===== src/rtl/blk_hit_pkg.sv =====
// Shared types and helpers for the blk_hit_trk_md hit detector.
// The default associativity comes from ASSOC_LV2, which defaults to 4.
`ifndef ASSOC_LV2
`define ASSOC_LV2 4
`endif

package blk_hit_pkg;

    localparam int ASSOC_DFLT = `ASSOC_LV2;
    localparam int CNT_W_DFLT = 16;
    localparam int MAX_ASSOC  = 64;

    typedef enum logic [1:0] {HIT_RD, HIT_WR, MISS_RD, MISS_WR} hit_evt_e;

    // Index of the lowest set bit; 0 when the vector is empty.
    function automatic int unsigned onehot_lsb_idx(input logic [MAX_ASSOC-1:0] vec);
        onehot_lsb_idx = 0;
        for (int i = MAX_ASSOC - 1; i >= 0; i--) begin
            if (vec[i]) onehot_lsb_idx = int'(i);
        end
    endfunction

    // Clearing the lowest set bit leaves something only if two or more were set.
    function automatic logic popcnt_gt1(input logic [MAX_ASSOC-1:0] vec);
        return |(vec & (vec - MAX_ASSOC'(1)));
    endfunction

endpackage


===== src/rtl/blk_hit_trk_md_if.sv =====
// Request/result bundle between the tag-compare side and the hit detector.
// Counter signals exist only when BLK_HIT_PERF_CNT_EN is defined.
interface blk_hit_trk_md_if
    import blk_hit_pkg::*;
#(
    parameter int ASSOC = ASSOC_DFLT,
    parameter int CNT_W = CNT_W_DFLT
);
    localparam int WAY_W = (ASSOC > 1) ? $clog2(ASSOC) : 1;

    logic             cmd_rd;
    logic             cmd_wr;
    logic [ASSOC-1:0] access_blk_proc;
    logic             err_clr;
    logic             blk_hit_proc;
    logic [WAY_W-1:0] hit_way;
    logic             res_vld;
    logic             multi_hit_err;
    logic             cmd_err;

`ifdef BLK_HIT_PERF_CNT_EN
    logic             cnt_clr;
    logic [CNT_W-1:0] rd_hit_cnt;
    logic [CNT_W-1:0] rd_miss_cnt;
    logic [CNT_W-1:0] wr_hit_cnt;
    logic [CNT_W-1:0] wr_miss_cnt;

    modport master (
        output cmd_rd, cmd_wr, access_blk_proc, err_clr, cnt_clr,
        input  blk_hit_proc, hit_way, res_vld, multi_hit_err, cmd_err,
        input  rd_hit_cnt, rd_miss_cnt, wr_hit_cnt, wr_miss_cnt
    );
    modport slave (
        input  cmd_rd, cmd_wr, access_blk_proc, err_clr, cnt_clr,
        output blk_hit_proc, hit_way, res_vld, multi_hit_err, cmd_err,
        output rd_hit_cnt, rd_miss_cnt, wr_hit_cnt, wr_miss_cnt
    );
`else
    modport master (
        output cmd_rd, cmd_wr, access_blk_proc, err_clr,
        input  blk_hit_proc, hit_way, res_vld, multi_hit_err, cmd_err
    );
    modport slave (
        input  cmd_rd, cmd_wr, access_blk_proc, err_clr,
        output blk_hit_proc, hit_way, res_vld, multi_hit_err, cmd_err
    );
`endif

endinterface


===== src/rtl/blk_hit_sat_cnt.sv =====
// Saturating up-counter: sticks at all-ones, clear has priority over increment.
module blk_hit_sat_cnt #(
    parameter int CNT_W = 16
) (
    input  logic             clk,
    input  logic             rst,
    input  logic             i_inc,
    input  logic             i_clr,
    output logic [CNT_W-1:0] o_cnt
);
    logic [CNT_W-1:0] r_cnt;

    // NOTE: clocked state uses <= so every flop samples pre-edge values regardless of statement order.
    always_ff @(posedge clk or posedge rst) begin
        if (rst) begin
            r_cnt <= '0;
        end else if (i_clr) begin
            r_cnt <= '0;
        end else if (i_inc && !(&r_cnt)) begin
            r_cnt <= r_cnt + CNT_W'(1);
        end
    end

    assign o_cnt = r_cnt;

endmodule


===== src/rtl/blk_hit_trk_md.sv =====
// Registered per-way hit detector with sticky error flags for the MESI data path.
// Define BLK_HIT_PERF_CNT_EN to add saturating rd/wr hit/miss counters.
module blk_hit_trk_md
    import blk_hit_pkg::*;
#(
    parameter int ASSOC = ASSOC_DFLT,
    parameter int CNT_W = CNT_W_DFLT
) (
    input logic              clk,
    input logic              rst,
    blk_hit_trk_md_if.slave  hit_if
);
    localparam int WAY_W = (ASSOC > 1) ? $clog2(ASSOC) : 1;

    logic             w_cmd_act;
    logic             w_hit;
    logic             w_multi;
    logic             w_new_req;
    logic             w_req_wr;
    logic [WAY_W-1:0] w_way;

    logic             r_cmd_act_q;
    logic             r_hit;
    logic [WAY_W-1:0] r_hit_way;
    logic             r_res_vld;
    logic             r_req_wr;
    logic             r_multi_hit_err;
    logic             r_cmd_err;

    // NOTE: every combinational output gets a default first so no path can infer a latch.
    always_comb begin
        w_cmd_act = hit_if.cmd_rd | hit_if.cmd_wr;
        w_hit     = w_cmd_act && (|hit_if.access_blk_proc);
        w_multi   = w_cmd_act && popcnt_gt1(MAX_ASSOC'(hit_if.access_blk_proc));
        w_new_req = w_cmd_act && !r_cmd_act_q;
        // A combined rd+wr command is counted as a read.
        w_req_wr  = hit_if.cmd_wr && !hit_if.cmd_rd;
        w_way     = '0;
        if (w_hit) begin
            w_way = WAY_W'(onehot_lsb_idx(MAX_ASSOC'(hit_if.access_blk_proc)));
        end
    end

    always_ff @(posedge clk or posedge rst) begin
        if (rst) begin
            r_cmd_act_q <= 1'b0;
            r_hit       <= 1'b0;
            r_hit_way   <= '0;
            r_res_vld   <= 1'b0;
            r_req_wr    <= 1'b0;
        end else begin
            r_cmd_act_q <= w_cmd_act;
            r_hit       <= w_hit;
            r_hit_way   <= w_way;
            r_res_vld   <= w_new_req;
            r_req_wr    <= w_req_wr;
        end
    end

    // Sticky errors: a fresh error outranks a simultaneous clear.
    always_ff @(posedge clk or posedge rst) begin
        if (rst) begin
            r_multi_hit_err <= 1'b0;
            r_cmd_err       <= 1'b0;
        end else begin
            if (w_multi) begin
                r_multi_hit_err <= 1'b1;
            end else if (hit_if.err_clr) begin
                r_multi_hit_err <= 1'b0;
            end
            if (hit_if.cmd_rd && hit_if.cmd_wr) begin
                r_cmd_err <= 1'b1;
            end else if (hit_if.err_clr) begin
                r_cmd_err <= 1'b0;
            end
        end
    end

    assign hit_if.blk_hit_proc  = r_hit;
    assign hit_if.hit_way       = r_hit_way;
    assign hit_if.res_vld       = r_res_vld;
    assign hit_if.multi_hit_err = r_multi_hit_err;
    assign hit_if.cmd_err       = r_cmd_err;

`ifdef BLK_HIT_PERF_CNT_EN
    hit_evt_e   w_evt;
    logic [3:0] w_inc;

    // Classify the registered result while res_vld is high.
    always_comb begin
        unique case ({r_req_wr, r_hit})
            2'b01:   w_evt = HIT_RD;
            2'b11:   w_evt = HIT_WR;
            2'b10:   w_evt = MISS_WR;
            default: w_evt = MISS_RD;
        endcase
        w_inc        = '0;
        w_inc[w_evt] = r_res_vld;
    end

    blk_hit_sat_cnt #(.CNT_W(CNT_W)) u_rd_hit_cnt (
        .clk(clk), .rst(rst), .i_inc(w_inc[HIT_RD]), .i_clr(hit_if.cnt_clr), .o_cnt(hit_if.rd_hit_cnt)
    );
    blk_hit_sat_cnt #(.CNT_W(CNT_W)) u_wr_hit_cnt (
        .clk(clk), .rst(rst), .i_inc(w_inc[HIT_WR]), .i_clr(hit_if.cnt_clr), .o_cnt(hit_if.wr_hit_cnt)
    );
    blk_hit_sat_cnt #(.CNT_W(CNT_W)) u_rd_miss_cnt (
        .clk(clk), .rst(rst), .i_inc(w_inc[MISS_RD]), .i_clr(hit_if.cnt_clr), .o_cnt(hit_if.rd_miss_cnt)
    );
    blk_hit_sat_cnt #(.CNT_W(CNT_W)) u_wr_miss_cnt (
        .clk(clk), .rst(rst), .i_inc(w_inc[MISS_WR]), .i_clr(hit_if.cnt_clr), .o_cnt(hit_if.wr_miss_cnt)
    );
`endif

endmodule


===== src/flat_wrapper.sv =====
// flat-port wrapper written by rule: the top's interface ports become plain ports
module blk_hit_trk_md_flat import blk_hit_pkg::*;
#(
    parameter int ASSOC = ASSOC_DFLT,
    parameter int CNT_W = CNT_W_DFLT
)
  (clk, rst, hit_if_cmd_rd, hit_if_cmd_wr, hit_if_access_blk_proc, hit_if_err_clr, hit_if_blk_hit_proc, hit_if_hit_way, hit_if_res_vld, hit_if_multi_hit_err, hit_if_cmd_err);
  blk_hit_trk_md_if #(.ASSOC(ASSOC), .CNT_W(CNT_W)) hit_if_i ();
  input logic clk;
  input logic rst;
  input wire logic [$bits(hit_if_i.cmd_rd)-1:0] hit_if_cmd_rd;
  input wire logic [$bits(hit_if_i.cmd_wr)-1:0] hit_if_cmd_wr;
  input wire logic [$bits(hit_if_i.access_blk_proc)-1:0] hit_if_access_blk_proc;
  input wire logic [$bits(hit_if_i.err_clr)-1:0] hit_if_err_clr;
  output wire logic [$bits(hit_if_i.blk_hit_proc)-1:0] hit_if_blk_hit_proc;
  output wire logic [$bits(hit_if_i.hit_way)-1:0] hit_if_hit_way;
  output wire logic [$bits(hit_if_i.res_vld)-1:0] hit_if_res_vld;
  output wire logic [$bits(hit_if_i.multi_hit_err)-1:0] hit_if_multi_hit_err;
  output wire logic [$bits(hit_if_i.cmd_err)-1:0] hit_if_cmd_err;
  assign hit_if_i.cmd_rd = hit_if_cmd_rd;
  assign hit_if_i.cmd_wr = hit_if_cmd_wr;
  assign hit_if_i.access_blk_proc = hit_if_access_blk_proc;
  assign hit_if_i.err_clr = hit_if_err_clr;
  assign hit_if_blk_hit_proc = hit_if_i.blk_hit_proc;
  assign hit_if_hit_way = hit_if_i.hit_way;
  assign hit_if_res_vld = hit_if_i.res_vld;
  assign hit_if_multi_hit_err = hit_if_i.multi_hit_err;
  assign hit_if_cmd_err = hit_if_i.cmd_err;
  blk_hit_trk_md #(.ASSOC(ASSOC), .CNT_W(CNT_W)) u_core (.clk(clk), .rst(rst), .hit_if(hit_if_i));
endmodule

===== config.mk =====
export PLATFORM = sky130hd
export DESIGN_NAME = blk_hit_trk_md_flat
export DESIGN_NICKNAME = d
export VERILOG_FILES = /design/src/rtl/blk_hit_pkg.sv /design/src/rtl/blk_hit_trk_md_if.sv /design/src/rtl/blk_hit_sat_cnt.sv /design/src/rtl/blk_hit_trk_md.sv /design/src/flat_wrapper.sv
export SDC_FILE = /design/constraint.sdc
export NUM_CORES = 1
export LEC_CHECK = 0
export ABC_AREA = 0
export CAP_MARGIN = 20
export CORE_AREA = 5 5 42 44
export DETAILED_ROUTE_END_ITERATION = 6
export DIE_AREA = 0 0 47 49
export DONT_BUFFER_PORTS = 1
export HOLD_SLACK_MARGIN = 0.12
export RECOVER_POWER = 50
export SYNTH_ARGS = -nofsm -noshare
export SYNTH_HDL_FRONTEND = slang
export SYNTH_SLANG_ARGS = --single-unit

===== constraint.sdc =====
create_clock -name clk -period 1.2 [get_ports clk]
set_clock_uncertainty 0.1 [all_clocks]
set_input_delay 0.06 -clock clk [delete_from_list [all_inputs] [get_ports clk]]
set_output_delay 0.06 -clock clk [all_outputs]
set_load 0.01 [all_outputs]

==> summary by stage, run 1 <==
Place
Timing analysis after detailed placement gives a worst setup slack of 0.422 ns. Once detailed placement completed, the half-perimeter wirelength came to 446 µm. Port buffering added 0 buffers. The final RePlAce weighted congestion is 0.642.

The post-detailed-placement cell area is 297 µm².

Worst setup path
The type of the worst setup path is primary input to register. In this run the worst path has a maximum fanout of 5. The endpoint required time on the critical path is 1.22 ns. The capturing point of the worst reg2reg path is u_core.hit_if.multi_hit_err.

For flop-to-flop paths, the worst setup slack is 0.43 ns. Walking the worst path, the cells encountered are dlygate4sd3_1 -> a211oi_1 -> o32ai_2. The launch point of the worst reg-to-reg path is u_core.hit_if.multi_hit_err. STA classifies the critical path endpoint as a register. The worst setup path is launched from a primary input. For this run, the slowest stage of the critical path takes 0.60 ns. The arrival time at the worst endpoint is 1.11 ns.

Counting cells, the worst reg-to-reg path comes to 2. The worst-path cell with the longest stage delay is sky130_fd_sc_hd__dlygate4sd3_1.

Global route
In the global route stage, overall resource usage came out at 6.17%. For met3 alone, demand over resource in global routing was 4.43%. The number of antenna violations at the first check in global routing was 0.

The pin count of the biggest net entering global routing is 8. For this run, global-route usage on met2 was measured as 8.60%. The number of global-route vias before repair is 220.

The overflow left after global routing is 0. The most crowded layer after global routing is met2. Global routing consumed, on the met1 layer, 6.28% of the routing resources.

The first global-routing pass estimated 931 µm of wire.

CTS
The number of buffers created by CTS is 3. The insertion delay to the later sink of the worst-skew pair is 0.24 ns. In this run the clock root is driven by a sky130_fd_sc_hd__clkbuf_4.

The clock tree from TritonCTS is built. The H-tree depth is 1. In this run the deepest clock path goes through 2 buffers. The number of instances resized during post-cts repair is 0. The clock net in this run drives a total of 7 sinks. After clock tree synthesis, the clock-pin slew on the worst setup and hold paths is 0.05 ns.

Flow run
The total of max-cap violations is 0.

Synthesis
The cell area after synthesis is 277 µm². The sequential cell area fraction in the yosys report is 63.3%. The post-synth net total is 34. The count of yosys warnings during synthesis is 0. The synthesized netlist contains 11 unique library cells. The average instance in the mapped netlist occupies 11.1 µm².

After synthesis the netlist holds a flip-flop and latch count of 7. The number of instances in the synthesized netlist is 25.

Status
The run finished with clean final reports.

Die
The chip height is 49 µm. The number of rows in the core area is 14. The I/O pin total is 15.

The initial standard-cell utilization of the core is 19.7%. The floorplan step set the die width to 47 µm. The placeable core area is 1400 µm². The die footprint is 2300 µm².

Power
Across the VDD grid, the largest voltage drop is 0.419 mV. Dividing total power by cell area gives a power density of 1310 nW/µm². Summed over all cells, the static leakage comes to 0.182 nW.

Timing
The final number of hold-violating endpoints was 0. The final worst-path setup slack is 0.114 ns. The total negative slack for setup checks is 0 ns. The clock period could shrink to 1.09 ns. The tightest hold path in the finished design has a slack of 0.291 ns. Setup repair after global routing left no endpoint under its margin.

The total count of max-transition violations in the final report is 0. The maximum clock frequency is 0.920 GHz. The total of endpoints with negative setup slack in the final report is 0. At the pin with the least slew margin, the transition time is 0.285 ns. The share of the clock period used by the worst path after layout is 90.5%.

The headroom to the max-slew limit is 80.9%.

Finish
The number of nets in the layout is 48. The area growth from synthesis to layout is 49.3%. The area of all placed cells without fillers is 413 µm².

The number of antenna diodes in the final layout is 0. The end-of-flow core utilization is 29.5%. The proportion of layout cells with a drive suffix above 1 is 13.2%. In the layout the commonest cells are sky130_fd_sc_hd__dlygate4sd3_1, sky130_fd_sc_hd__dfrtp_1, sky130_fd_sc_hd__inv_1. Leaving out fill and tap cells, the most frequent cell in the layout is sky130_fd_sc_hd__dlygate4sd3_1.

Detailed routing
The remaining antenna violation count is 0. Using the TritonRoute via totals, the vias-per-cell ratio works out to 4.04. After the first detailed-routing iteration, the DRC count stood at 6. Before antenna repair, the detailed router went through 2 iterations.

Across all layers, the routed design uses 218 vias. For this run, design rule violations remaining after detail routing come to 0. The final layout contains routed wiring with a total length of 625 µm. In the final routed layout, each cell accounts on average for 11.6 µm.

Worst hold path
Counting instances, the worst hold path has a depth of 1. The hold path startpoint is u_core.r_cmd_act_q. The path with the worst hold slack has its endpoint at u_core.hit_if.res_vld. The classification of the worst-slack hold path is register to register.
## metal layers
layer  up-vias  wire length, µm
met3         0               89
met1        96              244
met2        12              291
met4         0                0
met5         -                0
li1        110                -
## registers in the layout, summed over array words and instances, names as in the netlist
signal,flops
u_core.hit_if.res_vld,1
u_core.hit_if.blk_hit_proc,1
u_core.hit_if.hit_way,2
u_core.r_cmd_act_q,1
u_core.hit_if.cmd_err,1
u_core.hit_if.multi_hit_err,1
## stage by stage
stage / power [W] / instances
after floorplan: 0.000296 / 25
after detailed placement: 0.000304 / 41
final: 0.000542 / 54
after CTS: 0.000557 / 54
after global placement: 0.000303 / 41
after global routing: 0.000577 / 54
## where the power goes
group	switching [W]	internal, W	leakage (nW)
clock network	0.0000848	0.000127	0.0150
logic	0.0000293	0.0000328	0.0840
registers	0.0000152	0.000253	0.0832
total	0.000129	0.000412	0.182
## area by class of cell
class	count	area [µm²]
fillers	162	988
flip-flops and latches	7	175
repair buffers	9	90.1
multi-input cells	13	82.6
clock buffers	4	26.3
well taps	16	20.0
inverters	5	18.8
## critical path, delay by kind of cell
kind	cells	cell delay [ns]
compound gates	2	0.44
buf+inv	1	0.60
## cell families (layout without fill, tap and decap cells)
group | after synthesis | count (layout) | share of synthesized area, %
simple gates | 7 | 7 | 12.2
flops | 7 | 7 | 63.3
compound gates | 6 | 6 | 17.6
buf+inv | 5 | 18 | 6.79
## worst max path at each step
stage                                      startpoint                     endpoint  slack, ns  cells past startpoint
after detailed placement        u_core.hit_if.cmd_err        u_core.hit_if.cmd_err       0.42                      2
after floorplan           u_core.hit_if.multi_hit_err  u_core.hit_if.multi_hit_err       0.46                      2
after CTS                   hit_if_access_blk_proc[0]  u_core.hit_if.multi_hit_err       0.10                      3
after global routing        hit_if_access_blk_proc[0]  u_core.hit_if.multi_hit_err       0.05                      3
after global placement    u_core.hit_if.multi_hit_err  u_core.hit_if.multi_hit_err       0.44                      2
final                       hit_if_access_blk_proc[0]  u_core.hit_if.multi_hit_err       0.11                      3
## cell usage after synthesis
library cell / n / area share [%]
sky130_fd_sc_hd__a211oi_1: 3 / 8.1
sky130_fd_sc_hd__a21oi_1: 1 / 1.8
sky130_fd_sc_hd__dfrtp_1: 7 / 63
sky130_fd_sc_hd__inv_1: 5 / 6.8
sky130_fd_sc_hd__nand2_1: 1 / 1.4
sky130_fd_sc_hd__nand2b_1: 1 / 2.3
sky130_fd_sc_hd__nor2_1: 3 / 4.1
sky130_fd_sc_hd__nor2_2: 1 / 2.3
sky130_fd_sc_hd__nor4_1: 1 / 2.3
sky130_fd_sc_hd__o21ai_0: 1 / 1.8
sky130_fd_sc_hd__o32ai_2: 1 / 5.9
## timing repair
action                     in CTS  in global routing
setup endpoints to repair       0                  0
setup buffers                   0                  0
hold endpoints to repair       14                  0
hold buffers                    9                  0
Power figures use the tool's default switching activity.
==> inputs of run 2 (changes only) <==
--- a/config.mk
+++ b/config.mk
@@ -5,7 +5,7 @@
 export SDC_FILE = /design/constraint.sdc
 export NUM_CORES = 1
 export LEC_CHECK = 0
-export ABC_AREA = 0
+export ABC_AREA = 1
 export CAP_MARGIN = 20
 export CORE_AREA = 5 5 42 44
 export DETAILED_ROUTE_END_ITERATION = 6
==> run 2 against run 1 <==
Sequential power barely moved. Flip-flop and latch count did not move. Critical path type is now primary input to asynchronous set/reset pin. Sequential share of layout area fell by 1.2 points. Global-route usage rose by 0.28 points. Utilization rose by 0.89 points. Via count rose by 17%. Routed wire length fell by 0.96%. Synthesized cell count rose by 40%. Worst setup slack improved by 0.048 ns. Fmax rose by 4.6%.
==> summary by stage, run 2 <==
Status
The run finished with clean final reports.

Worst setup path
The critical path ends at u_core.hit_if.cmd_err. Data on the critical path arrives at its endpoint at 1.35 ns. The depth of the worst register-to-register path is 2.

The category of the worst setup path capture point is an asynchronous set/reset pin. The startpoint kind of the worst setup timing path is a primary input. The worst register-to-register path begins at u_core.hit_if.cmd_err.

The timing startpoint of the critical path is rst. STA puts the critical path data required time at 1.52 ns. Setup slack on the worst reg-to-reg path comes out at 0.43 ns. The worst setup path is of the primary input to asynchronous set/reset pin kind. Along the worst path, the maximum fanout reaches 7. The worst register-to-register path ends at u_core.hit_if.cmd_err.

Global route
The overflow left after global routing is 0. The number of global-route vias before repair came to 241. The pin count of the biggest net entering global routing is 8. The first global-routing pass estimated 959 µm of wire. The total global routing track utilization is 6.44%. The number of antenna violations at the first check in global routing is 0.

Worst hold path
The classification of the worst-slack hold path is register to register. Counting instances, the worst hold path has a depth of 1.

CTS
For the worst-skew pair, the clock arrives at the later sink with an insertion delay of 0.24 ns. The number of buffers between clock root and the deepest sink is 2. In this run, CTS created clock tree buffers numbering 3. The H-tree depth is 1. The tree is rooted in a sky130_fd_sc_hd__clkbuf_4.

TritonCTS built the clock tree. The number of buffers inserted by post-CTS setup repair is 0. Clock tree synthesis found a total of 7 sinks. Clock-pin slew was measured on the worst setup and hold paths at 0.05 ns.

Synthesis
Summed over its instances, the top area cell type makes up 60.1% of the synthesized netlist area. Counting flops with an async set or reset pin after synthesis yields a share of 100%. Ranked by instance count, the synthesized netlist is headed by sky130_fd_sc_hd__nand2_1, sky130_fd_sc_hd__dfrtp_1, sky130_fd_sc_hd__inv_1.

In the post-synthesis netlist, the cell with the most instances is sky130_fd_sc_hd__nand2_1. Synthesis produced a netlist with a net count of 44. For this run, the register share of the synthesized area comes to 60.1%.

Synthesis instantiated 9 different standard cells from the library. The synthesized design spends more area on one cell type than any other, namely sky130_fd_sc_hd__dfrtp_1. The flop and latch count out of synthesis is 7. The cell area after synthesis is 292 µm². Synthesis produced 35 cells. The number of flops mapped to enable cells by yosys is 0.

In this run the mean area of a mapped cell was 8.33 µm². The prevailing post-synth register cell is sky130_fd_sc_hd__dfrtp_1. By area the synthesized netlist is led by sky130_fd_sc_hd__dfrtp_1, sky130_fd_sc_hd__nand2_1, sky130_fd_sc_hd__inv_1.

During synthesis, Yosys emitted a total of 0 warnings.

Detailed routing
The first detailed-routing pass ran for 4 iterations. After the first detailed-routing iteration, the DRC count stood at 6. The via-per-instance ratio is 4.00. The detail route stage leaves a number of antenna-violating nets equal to 0. The average wire length per cell after detail routing is 9.67 µm. The total routed wirelength is 619 µm. In the routed design, unresolved DRC markers number 0. Summing over every cut layer, the via total after detailed routing is 256.

Power
The internal power of the cells is 0.000411 W. The design draws 0.000535 W. The net switching power is 0.000124 W. Summed over all cells, the static leakage comes to 0.221 nW. In this run the power density over the cells is 1260 nW/µm². The clock power share is 38.4%. Of the total power, combinational logic draws 11.6%. The worst-case IR drop observed on VDD is 0.447 mV. The sequential group share of total power is 50.0%.

The switching power as a share of total power is 23.3%.

Finish
The register with the most flip-flops in the layout has 2 of them. The final cell count without fillers is 64. The library cell used most frequently in the layout, excluding fill and tap cells, is sky130_fd_sc_hd__nand2_1. In the layout the commonest cells are sky130_fd_sc_hd__nand2_1, sky130_fd_sc_hd__dlygate4sd3_1, sky130_fd_sc_hd__inv_1. Cells with a size suffix above 1 make up 8.33% of the layout.

The final layout contains 58 nets. The number of antenna diodes in the final layout is 0. The area growth from synthesis to layout is 45.9%.

Timing
Setup repair after global routing left no endpoint under its margin. The total count of max-transition violations in the final report is 0. Adding up every negative setup slack in the final design gives 0 ns.

The headroom to the max-slew limit is 82.3%. In the post-route analysis, the smallest setup slack over all paths is 0.162 ns. The total of endpoints with negative setup slack in the final report is 0. The share of the clock period used by the worst path after layout is 86.5%. The shortest clock period the worst path allows after layout is 1.04 ns. The worst hold slack is 0.296 ns. For the pin with the worst max-slew slack, the measured transition is 0.266 ns.

The final number of hold-violating endpoints is 0. The maximum clock frequency is 0.963 GHz.

Die
The chip height is 49 µm. The width of the die is 47 µm. The core region is 1400 µm². The die footprint is 2300 µm². In this run the count of I/O pins placed on the die edge is 15.

Row generation in the floorplan step produced 14 rows. For this configuration, the core starts out at a cell density of 20.8%.

Place
The post-place setup slack is 0.423 ns. At the end of routability-driven placement, the weighted congestion stood at 0.721. The number of port buffers is 0. The detailed placer's ending HPWL is 469 µm.

The total instance count after detailed placement is 51.

Flow run
The total of max-cap violations is 0.
-- run 2: cell types whose count changed in the layout (fill, tap and decap cells not counted), sizes merged, moves of 2 or more --
cell,previous run,this run
a211oi,3,0
inv,5,8
nand2,1,11
nor2,4,6
-- run 2: how the worst min path moves through the flow --
stage	slack, ns	start	end
final	0.30	u_core.r_cmd_act_q	u_core.hit_if.res_vld
after global routing	0.30	u_core.r_cmd_act_q	u_core.hit_if.res_vld
after CTS	0.30	u_core.r_cmd_act_q	u_core.hit_if.res_vld
after detailed placement	-0.20	rst	u_core.hit_if.hit_way[0]
after global placement	-0.21	rst	u_core.hit_if.blk_hit_proc
after floorplan	-0.24	rst	u_core.hit_if.blk_hit_proc
-- run 2: power groups by stage --
stage                     Clock (W)  Combinational, W  Sequential [W]
after floorplan                   0         0.0000294        0.000270
after global placement            0         0.0000343        0.000273
after detailed placement          0         0.0000354        0.000273
after CTS                  0.000219         0.0000638        0.000269
after global routing       0.000223         0.0000709        0.000270
final                      0.000205         0.0000618        0.000268
-- run 2: worst max-delay path, cell delays in order --
cell and delay [ns]:
sky130_fd_sc_hd__dlygate4sd3_1 0.53, sky130_fd_sc_hd__dlygate4sd3_1 0.55, sky130_fd_sc_hd__inv_1 0.22
-- run 2: area by class of cell --
type / count / area [µm²]
Timing Repair Buffer: 9 / 90.1
Sequential cell: 7 / 175
Inverter: 8 / 30.0
Multi-Input combinational cell: 20 / 83.8
Tap cell: 16 / 20.0
Clock buffer: 4 / 26.3
Fill cell: 154 / 976
-- run 2: per-layer routing --
metal | vias to the layer above | wire length (µm) | track usage, % | part of all wire [%]
li1 | 128 | - | - | -
met1 | 117 | 232 | 5.82 | 37
met2 | 9 | 313 | 8.14 | 51
met3 | 2 | 62 | 6.27 | 10
met4 | 0 | 10 | 5.53 | 1.6
met5 | - | 0 | 0 | 0
-- run 2: kinds of logic after synthesis --
| group | count (synthesis) | synth area share [%] |
|---|---|---|
| AND/OR/NAND/NOR | 18 | 25.3 |
| flip-flops | 7 | 60.1 |
| buffers and inverters | 8 | 10.3 |
| AO/OA/AOI/OAI | 2 | 4.29 |
-- run 2: timing repair --
action                    CTS  global route
hold endpoints to repair   14             0
hold buffers                9             0
resized for setup           0             0
-- run 2: stage by stage --
step | util, % | instance area, µm²
floorplan | - | 292
global placement | 22.2 | 312
detailed placement | 22.2 | 312
CTS | 30.5 | 428
global route | 30.4 | 425
finish | 30.4 | 425
